<file path="src/rtl/fetch_queue.sv">
// Instruction fetch front end: PC generator, single-outstanding memory requester
// and a first-word-fall-through queue of {pc, instr} pairs with flush/redirect.
module fetch_queue #(
  parameter int              DEPTH    = 8,
  parameter int              XLEN     = 32,
  parameter logic [XLEN-1:0] RESET_PC = 32'h00000060
) (
  input  logic                   clk,
  input  logic                   rst,
  output logic                   instr_read,
  output logic [XLEN-1:0]        instr_mem_address,
  input  logic                   instr_mem_resp,
  input  logic [XLEN-1:0]        instr_mem_rdata,
  input  logic                   deq,
  input  logic                   flush,
  input  logic [XLEN-1:0]        redirect_pc,
  output logic                   iq_valid,
  output logic [XLEN-1:0]        iq_instr,
  output logic [XLEN-1:0]        iq_pc,
  output logic                   iq_full,
  output logic [$clog2(DEPTH):0] count
);

  localparam int AW = $clog2(DEPTH);
  localparam logic [AW:0] DEPTH_C = (AW+1)'(DEPTH);

  typedef enum logic [1:0] {IDLE, FETCH, DRAIN} state_t;

  state_t          state_reg, state_next;
  logic [XLEN-1:0] pc_reg, pc_next;
  logic [XLEN-1:0] addr_reg, addr_next;
  logic [AW-1:0]   head_reg, head_next;
  logic [AW-1:0]   tail_reg, tail_next;
  logic [AW:0]     count_reg, count_next;
  logic [AW:0]     count_after_deq;
  logic            enq;
  logic            deq_ok;

  logic [XLEN-1:0] pc_ram    [DEPTH];
  logic [XLEN-1:0] instr_ram [DEPTH];

  always_comb begin
    deq_ok          = deq && !flush && (count_reg != '0);
    count_after_deq = count_reg - (AW+1)'(deq_ok);
    state_next      = state_reg;
    pc_next         = pc_reg;
    addr_next       = addr_reg;
    enq             = 1'b0;

    case (state_reg)
      IDLE: begin
        if (flush) begin
          pc_next    = redirect_pc;
          addr_next  = redirect_pc;
          state_next = FETCH;
        end else if (count_after_deq < DEPTH_C) begin
          addr_next  = pc_reg;
          state_next = FETCH;
        end
      end
      FETCH: begin
        if (flush) begin
          pc_next = redirect_pc;
          // Without a response the old request is still in flight; keep its address until it returns.
          if (instr_mem_resp) addr_next = redirect_pc;
          else state_next = DRAIN;
        end else if (instr_mem_resp) begin
          enq       = 1'b1;
          pc_next   = pc_reg + XLEN'(4);
          addr_next = pc_reg + XLEN'(4);
          if (count_after_deq + (AW+1)'(1) >= DEPTH_C) state_next = IDLE;
        end
      end
      DRAIN: begin
        if (flush) pc_next = redirect_pc;
        if (instr_mem_resp) begin
          state_next = FETCH;
          addr_next  = flush ? redirect_pc : pc_reg;
        end
      end
      default: state_next = IDLE;
    endcase
  end

  always_comb begin
    head_next  = head_reg;
    tail_next  = tail_reg;
    count_next = count_reg;
    if (flush) begin
      head_next  = '0;
      tail_next  = '0;
      count_next = '0;
    end else begin
      if (enq)    tail_next = tail_reg + AW'(1);
      if (deq_ok) head_next = head_reg + AW'(1);
      count_next = count_reg + (AW+1)'(enq) - (AW+1)'(deq_ok);
    end
  end

  always_ff @(posedge clk or negedge rst) begin
    if (!rst) begin
      state_reg <= IDLE;
      pc_reg    <= RESET_PC;
      addr_reg  <= RESET_PC;
      head_reg  <= '0;
      tail_reg  <= '0;
      count_reg <= '0;
    end else begin
      state_reg <= state_next;
      pc_reg    <= pc_next;
      addr_reg  <= addr_next;
      head_reg  <= head_next;
      tail_reg  <= tail_next;
      count_reg <= count_next;
    end
  end

  // Storage carries no reset; emptiness is tracked by count_reg alone.
  always_ff @(posedge clk) begin
    if (enq) begin
      pc_ram[tail_reg]    <= pc_reg;
      instr_ram[tail_reg] <= instr_mem_rdata;
    end
  end

  assign instr_read        = (state_reg != IDLE);
  assign instr_mem_address = addr_reg;
  assign iq_valid          = (count_reg != '0);
  assign iq_full           = (count_reg == DEPTH_C);
  assign count             = count_reg;
  assign iq_pc             = iq_valid ? pc_ram[head_reg]    : '0;
  assign iq_instr          = iq_valid ? instr_ram[head_reg] : '0;

  a_count_bound: assert property (@(posedge clk) disable iff (!rst) count_reg <= DEPTH_C);
  a_full_no_issue: assert property (@(posedge clk) disable iff (!rst) iq_full |-> !instr_read);

endmodule

</file>
<file path="config.mk">
export PLATFORM = sky130hd
export DESIGN_NAME = fetch_queue
export DESIGN_NICKNAME = d
export VERILOG_FILES = /design/src/rtl/fetch_queue.sv
export SDC_FILE = /design/constraint.sdc
export NUM_CORES = 1
export LEC_CHECK = 0
export CAP_MARGIN = 10
export CORE_MARGIN = 3
export CORE_UTILIZATION = 40
export CTS_CLUSTER_DIAMETER = 100
export CTS_CLUSTER_SIZE = 12
export DETAILED_ROUTE_END_ITERATION = 6
export PLACE_DENSITY_LB_ADDON = 0.12
export SYNTH_ARGS = -nofsm -noshare
export SYNTH_HDL_FRONTEND = slang
export SYNTH_SLANG_ARGS = --single-unit
</file>
<file path="constraint.sdc">
create_clock -name clk -period 13.3 [get_ports clk]
set_input_delay 1.33 -clock clk [delete_from_list [all_inputs] [get_ports clk]]
set_output_delay 1.33 -clock clk [all_outputs]
set_load 0.02 [all_outputs]
</file>
**Word level (Yosys, flattened, before mapping)**

Memories as Yosys holds them, arrays and structs flattened.
Cells that the tools add are included.

- Output and inout bits: 103
- Register bits: 76
- Memories: 2
- Memory bits (writable): 512
- Bits in latches: 0
- ROM bits: 0
- Word-level logic and storage cells: 70

- Div/mod/pow operators: 0
- Add/subtract/negate cells: 7
- Order comparisons: 2
- Multiply operators: 0
- Shifts and indexed selects: 0
- Bitwise logic cells: 0
- Mux-type cells: 30
- Equality and inequality tests: 9
- Reductions and logical operators: 14

Memories:

| memory | words | bits a word | read ports | clocked after memory_dff | write ports | line | source |
|---|---|---|---|---|---|---|---|
| instr_ram | 8 | 32 | 1 | 0 | 1 | 40 | `logic [XLEN-1:0] instr_ram [DEPTH];` |
| pc_ram | 8 | 32 | 1 | 0 | 1 | 39 | `logic [XLEN-1:0] pc_ram [DEPTH];` |

Operators with widths:

| operator | count |
|---|---|
| 32-bit two-way mux | 10 |
| 32-bit one-hot mux with 3 select lines | 1 |
| 32-bit one-hot mux with 2 select lines | 1 |
| 32-bit by 3-bit adder with 32-bit output, second input constant | 1 |
| 2-bit two-way mux | 7 |
| 3-bit two-way mux | 4 |
| 3-bit != test, second input constant | 4 |
| 2-bit nonzero test | 4 |
| 4-bit by 1-bit subtractor with 4-bit output | 2 |
| 3-bit by 1-bit adder with 3-bit output, second input constant | 2 |
| 2-bit one-hot mux with 3 select lines | 1 |
| 1-bit two-way mux | 5 |
| 5-bit AND reduction | 1 |
| 4-bit by 1-bit adder with 4-bit output | 1 |
| 4-bit by 1-bit adder with 4-bit output, second input constant | 1 |
| 4-bit equality test, second input constant | 1 |
| 4-bit greater-or-equal comparator, second input constant | 1 |
| 4-bit < comparator, second input constant | 1 |
| 4-bit two-way mux | 1 |
| 2-bit != test, second input constant | 2 |
| 4-bit AND reduction | 1 |
| 4-bit nonzero test | 1 |
| 3-bit nonzero test | 1 |
| 2-bit by 1-bit equality test with 1-bit output, second input constant | 1 |
| 6 further kinds | 7 |

**Logic depth before layout (Yosys ltp)**

Gate-level depths: netlist (run 1).

- Depth after elaboration: 10
- Depth in mapped cells: 14
- Gate-level depth less buffers: 14

**Least setup slack after synthesis (run 1)**

OpenSTA, ideal clock, no wires.

- Path kind: input to register
- Start: input flush
- End: memory instr_ram[1][0], enable pin
- Cell stages on the path: 5
- Setup slack: 6.052 ns
- Data arrival time: 6.684 ns
- Required time: 12.735 ns
- Cell sequence: clkbuf_1 nor3b_1 clkbuf_1 nand3_1 nor3_1

- Longest elaborated chain between the ends: 4

RTL lines:

| element | line | source |
|---|---|---|
| start, declared | 15 | `input logic flush,` |
| 1-bit two-way mux | 62 | `if (flush) begin` |
| 1-bit two-way mux | 50 | `case (state_reg)` |
| 1-bit two-way mux | 120 | `if (enq) begin` |
| 1-bit two-way mux (implied by the code) | 122 | `instr_ram[tail_reg] <= instr_mem_rdata;` |
| end, declared | 40 |  |

No other way between the ends.

**Final worst setup path (run 1)**

- Start: register head_reg[1]
- End: output iq_pc[15]

- Longest elaborated chain between the ends: 2

RTL lines:

| element | line | source |
|---|---|---|
| start, declared | 32 | `logic [AW-1:0] head_reg, head_next;` |
| start signal, assigned | 112 | `head_reg <= head_next;` |
| memory 8 x 32 bit | -- |  |
| 32-bit two-way mux | 131 | `assign iq_pc = iq_valid ? pc_ram[head_reg] : '0;` |
| end, declared | 19 | `output logic [XLEN-1:0] iq_pc,` |

No other way between the ends.

==> flow_summary.ini, run 1 <==
[clocking]
cts_resized = 0
postCtsSetupRepairBufs = 0
clkSlewWorstSetupHoldPaths_ns = 0.07
cts_buffer_depth = 3
cts_sinks = 588
ctsHoldBuffers = 0
htree_levels = 2
clk_latency_ns = 0.60
cts_root_buffer = clkbuf_16
cts_inserted_buffers = 54
cts_tree = built

[cells_and_area]
multi_input_area_um2 = 6750
final_util_pct = 47.7
num-nets-final = 1659
final_cells = 2374
fillers = 5113
regArea_um2 = 17300
top_regs = instr_ram (256), pc_ram (256)
layout_common_cells = 512 x edfxtp_1, 169 x clkdlybuf4s50_1, 128 x mux4_2
syn2layout_area_growth_pct = 16.6
final_common_cell = edfxtp_1
drive_above_1_share_pct = 15.6

[worst_setup_path]
cp-start-kind = flop
path_max_fanout = 67
required_ns = 11.97
critPathArrivalTime_ns = 4.06
slowest_stage = dfrtp_4
endpoint_kind = primary output
slowest_delay_ns = 1.10
crit_chain = buf_4, mux4_2, mux2i_1, nor2_1, clkdlybuf4s50_1
criticalPathCategory = flop to primary output

[yosys]
seq_area_frac_synth_pct = 70.8
synth_nets = 1508
ys_warn_count = 0
ys_async_sr_fraction_pct = 12.9
yosysTopAreaCell = edfxtp_1
synth-edff-count = 512
synth_area_um2 = 24400
syn-mean-instance-area_um2 = 17.1
synth-main-ff-cell = edfxtp_1
synthTopCellsByArea = edfxtp_1 63%, mux4_2 12%, dfrtp_1 7.4%, mux2i_1 2.9%, nor2_1 1.9%
syn_inst = 1426
ys_ff_latch = 588
yosysTopAreaCellShare_pct = 63.0
synth_cell_types = 65

[sta]
drv_slew = 0
setup_slack_ns = 7.91
final-setup-viol-count = 0
rsz0062_at_grt = no
period_share_pct = 40.6
timing.fmax_mhz = 185
fin_tns_setup_ns = 0
clock_skew_ns = 0.0213
min_period_ns = 5.39
hold_viol = 0
worst_pin_slew_ns = 1.06
maxSlewHeadroom_pct = 29.2

[route]
antenna_left = 0
avgRoutedWirePerCell_um = 25.0
drt-vias-per-instance = 5.61
vias = 13300
finalWirelength_um = 59300
firstDrtPassIters = 5
drc = 0
drt_iter0_drc = 1078

[grt]
grt_max_degree = 105
grt_pass1_vias = 14000
overflow = 0
grt.total_usage_pct = 18.8
antenna_found_initial = 1
grt_pass1_wl_um = 89900

[power]
peakVddDrop_v = 0.000245
powerDensity_nw_per_um2 = 199
p_leak_uw = 0.00886

[floorplanning]
fp.dieH_um = 253
io_pins = 172
start_util_pct = 40.9
die_area_um2 = 64000
die_w_um = 253
rows = 89
coreArea_um2 = 59700

[place]
portBuffers = 171
pre_cts_slack_ns = 8.44
place_inst = 2294
dp_hpwl_um = 33000
gp_congestion = 0.800

[flow_run]
drv_cap = 0

[run_status]
status = complete, no violations

[hold_path]
hold_path_class = flop to flop
-- cell families after synthesis --
kind of cell	after synthesis	share of synthesized area [%]
AOI/OAI and AO/OA	150	3.97
xor gates and xnor gates	33	1.18
adders and majority gates	13	0.697
buffers and inverters	112	1.88
DFF	588	70.8
muxes	203	14.9
and+or+nand+nor	327	6.56
-- per-stage QoR --
stage          hold slack (ns)  power [uW]  area, um^2
2_1_floorplan            0.511        3540       24400
3_3_place_gp             0.475        4310       26900
3_5_place_dp             0.476        4330       27000
4_1_cts                  0.489        5750       28500
5_1_grt                  0.509        5970       28500
6_report                 0.485        5660       28500
-- where the power goes --
| part | internal (uW) | switching, uW | leakage (uW) |
|---|---|---|---|
| sequential | 2220 | 271 | 0.00549 |
| clock | 772 | 637 | 0.000728 |
| combinational | 811 | 948 | 0.00264 |
| total | 3810 | 1860 | 0.00886 |
-- critical path: cells and delay by family, from the launching register on --
kind / cells / cell delay (ns)
buffers and inverters: 2 / 1.49
DFF: 1 / 1.10
muxes: 2 / 0.71
and+or+nand+nor: 1 / 0.08
-- final cells by class --
type / instances / share of cell area [%]
clock buffers: 79 / 5.30
flip-flops and latches: 588 / 60.8
diodes: 1 / 0.00879
well taps: 773 / 3.40
multi-input cells: 726 / 23.7
repair buffers: 195 / 6.68
inverters: 12 / 0.158
-- cell usage after synthesis, types with 4 or more instances --
library cell  count
o22ai_1           9
edfxtp_1        512
xor2_1           16
nand4_1          14
nand3_1          29
dfrtp_1          72
ha_1             12
mux4_2          128
inv_1            12
dfstp_2           4
mux2i_1          70
clkbuf_1         63
nor2b_1           4
a211oi_1         22
nor2_1          126
a21oi_1          30
xnor2_1          17
o21ai_0          43
nand2_1          55
and4_1            7
nor4_1           12
nor3_1           39
or2_2             4
a31oi_1           5
mux2_2            5
nand2b_1          7
buf_1            15
o32ai_1           4
buf_2            19
or3_1             6
and3_1            6
o31ai_1           5
a221oi_1         10
-- final timing paths --
kind                                                  startpoint                                end  slack [ns]  cells past startpoint
worst max-delay path                     head_reg[1]$_DFFE_PN0P_                          iq_pc[15]        7.91                      5
worst min-delay path            instr_mem_address[5]$_DFFE_PN1P_   instr_mem_address[5]$_DFFE_PN1P_        0.49                      2
worst max register to register                count[2]$_DFF_PN0_  instr_mem_address[15]$_DFFE_PN0P_        9.29                     15
worst min register to register  instr_mem_address[5]$_DFFE_PN1P_   instr_mem_address[5]$_DFFE_PN1P_        0.49                      2
max in group asynchronous                                    rst            head_reg[2]$_DFFE_PN0P_       11.57                      1
min in group asynchronous                                    rst   instr_mem_address[9]$_DFFE_PN0P_        0.92                      1
-- routing by layer --
metal | track usage, % | share of wire (%)
met3 | 3.24 | 5.2
met5 | 0 | 0
met4 | 3.69 | 1.6
met2 | 30.4 | 48
met1 | 27.1 | 46
Power figures use the tool's default switching activity.
==> run 2: changes to the inputs <==
==> constraint.sdc (replaced) <==
create_clock -name clk -period 5.19 [get_ports clk]
set_input_delay 0.519 -clock clk [delete_from_list [all_inputs] [get_ports clk]]
set_output_delay 0.519 -clock clk [all_outputs]
set_load 0.02 [all_outputs]
==> flow_summary.ini, run 2 (same netlist as run 1, synthesis figures left out) <==
[clocking]
htree_levels = 2
cts_tree = built
clkSlewWorstSetupHoldPaths_ns = 0.07
cts_root_buffer = clkbuf_16
clk_latency_ns = 0.61
postCtsSetupRepairBufs = 0
cts_inserted_buffers = 54
cts_sinks = 588
cts_buffer_depth = 3
cts_resized = 0

[floorplanning]
die_area_um2 = 64000
start_util_pct = 40.9
fp.dieH_um = 253
die_w_um = 253
coreArea_um2 = 59700
io_pins = 172
rows = 89

[grt]
grt.total_usage_pct = 18.6
antenna_found_initial = 0
grt_max_degree = 65
grt.met3_usage_pct = 2.96
globalRoute.busiestLayer = met2
met1_usage_pct = 27.3
overflow = 0
grt_pass1_vias = 14300
grt_use_met2_pct = 29.5
grt_pass1_wl_um = 90000

[power]
powerDensity_nw_per_um2 = 507
p_leak_uw = 0.00890
peakVddDrop_v = 0.000303

[cells_and_area]
final_util_pct = 48.0
syn2layout_area_growth_pct = 17.3
layout_common_cells = 512 x edfxtp_1, 169 x clkdlybuf4s50_1, 128 x mux4_2
n_antenna_cell = 0
final_cells = 2380
drive_above_1_share_pct = 15.9
num-nets-final = 1667
top_regs = instr_ram (256), pc_ram (256)
final_common_cell = edfxtp_1

[sta]
setup_slack_ns = 1.15
rsz0062_at_grt = no
min_period_ns = 4.04
worst_pin_slew_ns = 1.16
drv_slew = 0
final-setup-viol-count = 0
hold_viol = 0
period_share_pct = 77.7
fin_tns_setup_ns = 0
maxSlewHeadroom_pct = 22.5
timing.fmax_mhz = 248
fin_hold_ws_ns = 0.365
clock_skew_ns = 0.0220

[route]
antenna_left = 0
firstDrtPassIters = 5
drt-vias-per-instance = 5.63
drt_iter0_drc = 1195
vias = 13400
drc = 0
avgRoutedWirePerCell_um = 24.5
finalWirelength_um = 58300

[place]
portBuffers = 171
gp_congestion = 0.807
dp_hpwl_um = 34700
pre_cts_slack_ns = 1.40
place_inst = 2301

[worst_setup_path]
required_ns = 4.67
slowest_stage = dfrtp_4
path_max_fanout = 40
slowest_delay_ns = 0.90
cp-start-kind = flop
crit_chain = buf_12, mux4_2, mux2i_1, nor2_1, clkdlybuf4s50_1
critPathArrivalTime_ns = 3.52
endpoint_kind = primary output
criticalPathCategory = flop to primary output

[flow_run]
drv_cap = 0

[run_status]
status = complete, no violations

[hold_path]
hold_path_class = primary input to flop
[run 2: power by group]
group | total (uW) | internal (uW) | switching (uW) | leakage (uW)
Combinational | 4590 | 2110 | 2480 | 0.00271
Sequential | 6380 | 5700 | 683 | 0.00549
Clock | 3540 | 1890 | 1650 | 0.000706
Total | 14500 | 9700 | 4810 | 0.00890
[run 2: final timing paths]
kind	startpoint	endpoint	slack [ns]	depth (start not counted)
max reg2reg	count[2]$_DFF_PN0_	instr_mem_address[18]$_DFFE_PN0P_	1.78	12
max in group asynchronous	rst	head_reg[2]$_DFFE_PN0P_	3.77	3
min in group asynchronous	rst	instr_mem_address[24]$_DFFE_PN0P_	0.42	2
min reg2reg	instr_mem_address[5]$_DFFE_PN1P_	instr_mem_address[5]$_DFFE_PN1P_	0.50	2
min	flush	tail_reg[2]$_DFFE_PN0P_	0.36	2
max	head_reg[0]$_DFFE_PN0P_	iq_pc[5]	1.15	5
[run 2: worst max-delay path: cells and delay by family, from the launching register on]
kind	cells	cell delay, ns
buffers and inverters	2	0.99
DFF	1	0.90
muxes	2	0.82
and+or+nand+nor	1	0.14
[run 2: metrics by stage]
stage / cell area (um^2) / total power (uW)
6_report: 28600 / 14500
5_1_grt: 28600 / 15300
4_1_cts: 28600 / 14700
3_5_place_dp: 27200 / 11100
3_3_place_gp: 27200 / 11100
2_1_floorplan: 24400 / 9070
[run 2: metal layers]
| layer | part of all wire (%) | wire, um |
|---|---|---|
| met5 | 0 | 0 |
| met1 | 47 | 27400 |
| met4 | 2.0 | 1170 |
| met2 | 47 | 27200 |
| met3 | 4.3 | 2500 |
[run 2: cell type report]
| class | instances | area [um^2] |
|---|---|---|
| fill | 5076 | 31000 |
| sequential | 588 | 17300 |
| multi-input combinational | 726 | 6750 |
| timing repair buffer | 203 | 2120 |
| clock buffer | 75 | 1430 |
| tap | 773 | 967 |
| inverter | 12 | 45.0 |
| clock inverter | 3 | 33.8 |
[run 2: repair_timing]
| action | in CTS | in global routing |
|---|---|---|
| hold endpoints to repair | 36 | 0 |
| endpoints found under the setup margin | 0 | 0 |
| hold buffers | 1 | 0 |
==> run 3: changes to the inputs <==
==> constraint.sdc (replaced) <==
create_clock -name clk -period 3.7 [get_ports clk]
set_input_delay 0.37 -clock clk [delete_from_list [all_inputs] [get_ports clk]]
set_output_delay 0.37 -clock clk [all_outputs]
set_load 0.02 [all_outputs]
==> flow_summary.ini, run 3 (same netlist as run 1, synthesis figures left out) <==
[power]
peakVddDrop_v = 0.000391
p_leak_uw = 0.00905
powerDensity_nw_per_um2 = 709

[route]
finalWirelength_um = 58100
vias = 13500
firstDrtPassIters = 5
avgRoutedWirePerCell_um = 24.1
drt-vias-per-instance = 5.61
antenna_left = 0
drc = 0
drt_iter0_drc = 1041

[cells_and_area]
top_regs = instr_ram (256), pc_ram (256)
multi_input_area_um2 = 6750
regArea_um2 = 17300
num-nets-final = 1694
syn2layout_area_growth_pct = 18.4
drive_above_1_share_pct = 17.3
fillers = 5122
design_area_um2 = 28900
layout_common_cells = 512 x edfxtp_1, 169 x clkdlybuf4s50_1, 128 x mux4_2
final_common_cell = edfxtp_1

[grt]
antenna_found_initial = 2
overflow = 0
grt_max_degree = 65
grt.total_usage_pct = 18.3
grt_pass1_vias = 14100
grt_pass1_wl_um = 88500

[floorplanning]
start_util_pct = 40.9
fp.dieH_um = 253
rows = 89
io_pins = 172
coreArea_um2 = 59700
die_area_um2 = 64000
die_w_um = 253

[sta]
period_share_pct = 94.0
final-setup-viol-count = 0
worst_pin_slew_ns = 0.947
drv_slew = 0
rsz0062_at_grt = no
maxSlewHeadroom_pct = 36.9
hold_viol = 0
setup_slack_ns = 0.221
clock_skew_ns = 0.0273
min_period_ns = 3.48
fin_hold_ws_ns = 0.309
timing.fmax_mhz = 287

[worst_setup_path]
r2r_cells = 13
criticalPathCategory = flop to primary output
startpoint = head_reg[1]$_DFFE_PN0P_
endpoint_kind = primary output
path_max_fanout = 29
reg2reg_slack_ns = 0.44
slowest_stage = dfrtp_4
rr_endpoint = instr_mem_address[19]$_DFFE_PN0P_
crit_family = buffers and inverters
required_ns = 3.33
cp-start-kind = flop
crit_chain = buf_4, mux4_2, mux2i_1, nor2_1, clkdlybuf4s50_1
cp_num_buf_inv = 2
r2r-start = count[2]$_DFF_PN0_
critPathArrivalTime_ns = 3.11
slowest_delay_ns = 0.61

[clocking]
cts_inserted_buffers = 54
cts_sinks = 588
clkSlewWorstSetupHoldPaths_ns = 0.07
cts_buffer_depth = 3
cts_resized = 0
htree_levels = 2
cts_tree = built
clk_latency_ns = 0.60
cts_root_buffer = clkbuf_16

[place]
pre_cts_slack_ns = 0.427
gp_congestion = 0.803
place_area_um2 = 27300
dp_hpwl_um = 33200
portBuffers = 171

[run_status]
status = complete, no violations

[flow_run]
drv_cap = 0

[hold_path]
hold_path_class = primary input to async pin
[run 3: cell types whose count changed in the layout (fill, tap and decap cells not counted)]
cell / change
buf_12: +4
buf_4: +23
clkbuf_16: +1
clkinv_8: -1
diode_2: +1
inv_6: -1
[run 3: worst max-delay path by stage]
| stage | to | slack (ns) | cells past startpoint |
|---|---|---|---|
| after floorplan | instr_ram[7][0]$_DFFE_PP_ | -0.87 | 5 |
| after global placement | instr_mem_address[14]$_DFFE_PN0P_ | 0.53 | 10 |
| after detailed placement | instr_mem_address[17]$_DFFE_PN0P_ | 0.43 | 13 |
| after CTS | iq_pc[8] | 0.004 | 5 |
| after global routing | instr_mem_address[20]$_DFFE_PN0P_ | 0.05 | 13 |
| final | iq_pc[13] | 0.22 | 5 |
[run 3: repair_timing]
action | in CTS | in global routing
endpoints found under the setup margin | 0 | 3
hold buffers | 1 | 0
setup buffers | 0 | 9
endpoints found under the hold margin | 39 | 0
[run 3: cell type report]
cell class                 instances  share of cell area, %
tap                              773                   3.35
sequential                       588                   59.8
inverter                          12                  0.156
timing repair buffer             230                   8.22
multi-input combinational        726                   23.4
antenna                            1                0.00866
clock buffer                      76                   5.04
clock inverter                     1                 0.0303
[run 3: power by group]
group | internal, uW | switching (uW) | total (uW)
logic | 3150 | 3650 | 6800
clock network | 2690 | 2250 | 4940
registers | 8000 | 757 | 8750
total | 13800 | 6650 | 20500
[run 3: routing by layer]
metal | share of wire (%) | global-route usage [%] | routed length, um | vias up
met4 | 1.7 | 3.74 | 967 | 2
met2 | 47 | 29.1 | 27200 | 385
met1 | 46 | 26.8 | 26800 | 7036
met3 | 5.4 | 3.35 | 3140 | 82
met5 | 0.017 | 0 | 10 | -
li1 | - | - | - | 6004
[run 3: through the flow]
step           instances  setup TNS (ns)  power (uW)  utilization (%)
6_report            2407               0       20500             48.4
5_1_grt             2406               0       21500             48.4
4_1_cts             2397               0       20700             48.3
3_5_place_dp        2319               0       15700             45.8
3_3_place_gp        2319               0       15700             45.8
2_1_floorplan       1426         -392.03       12700                -
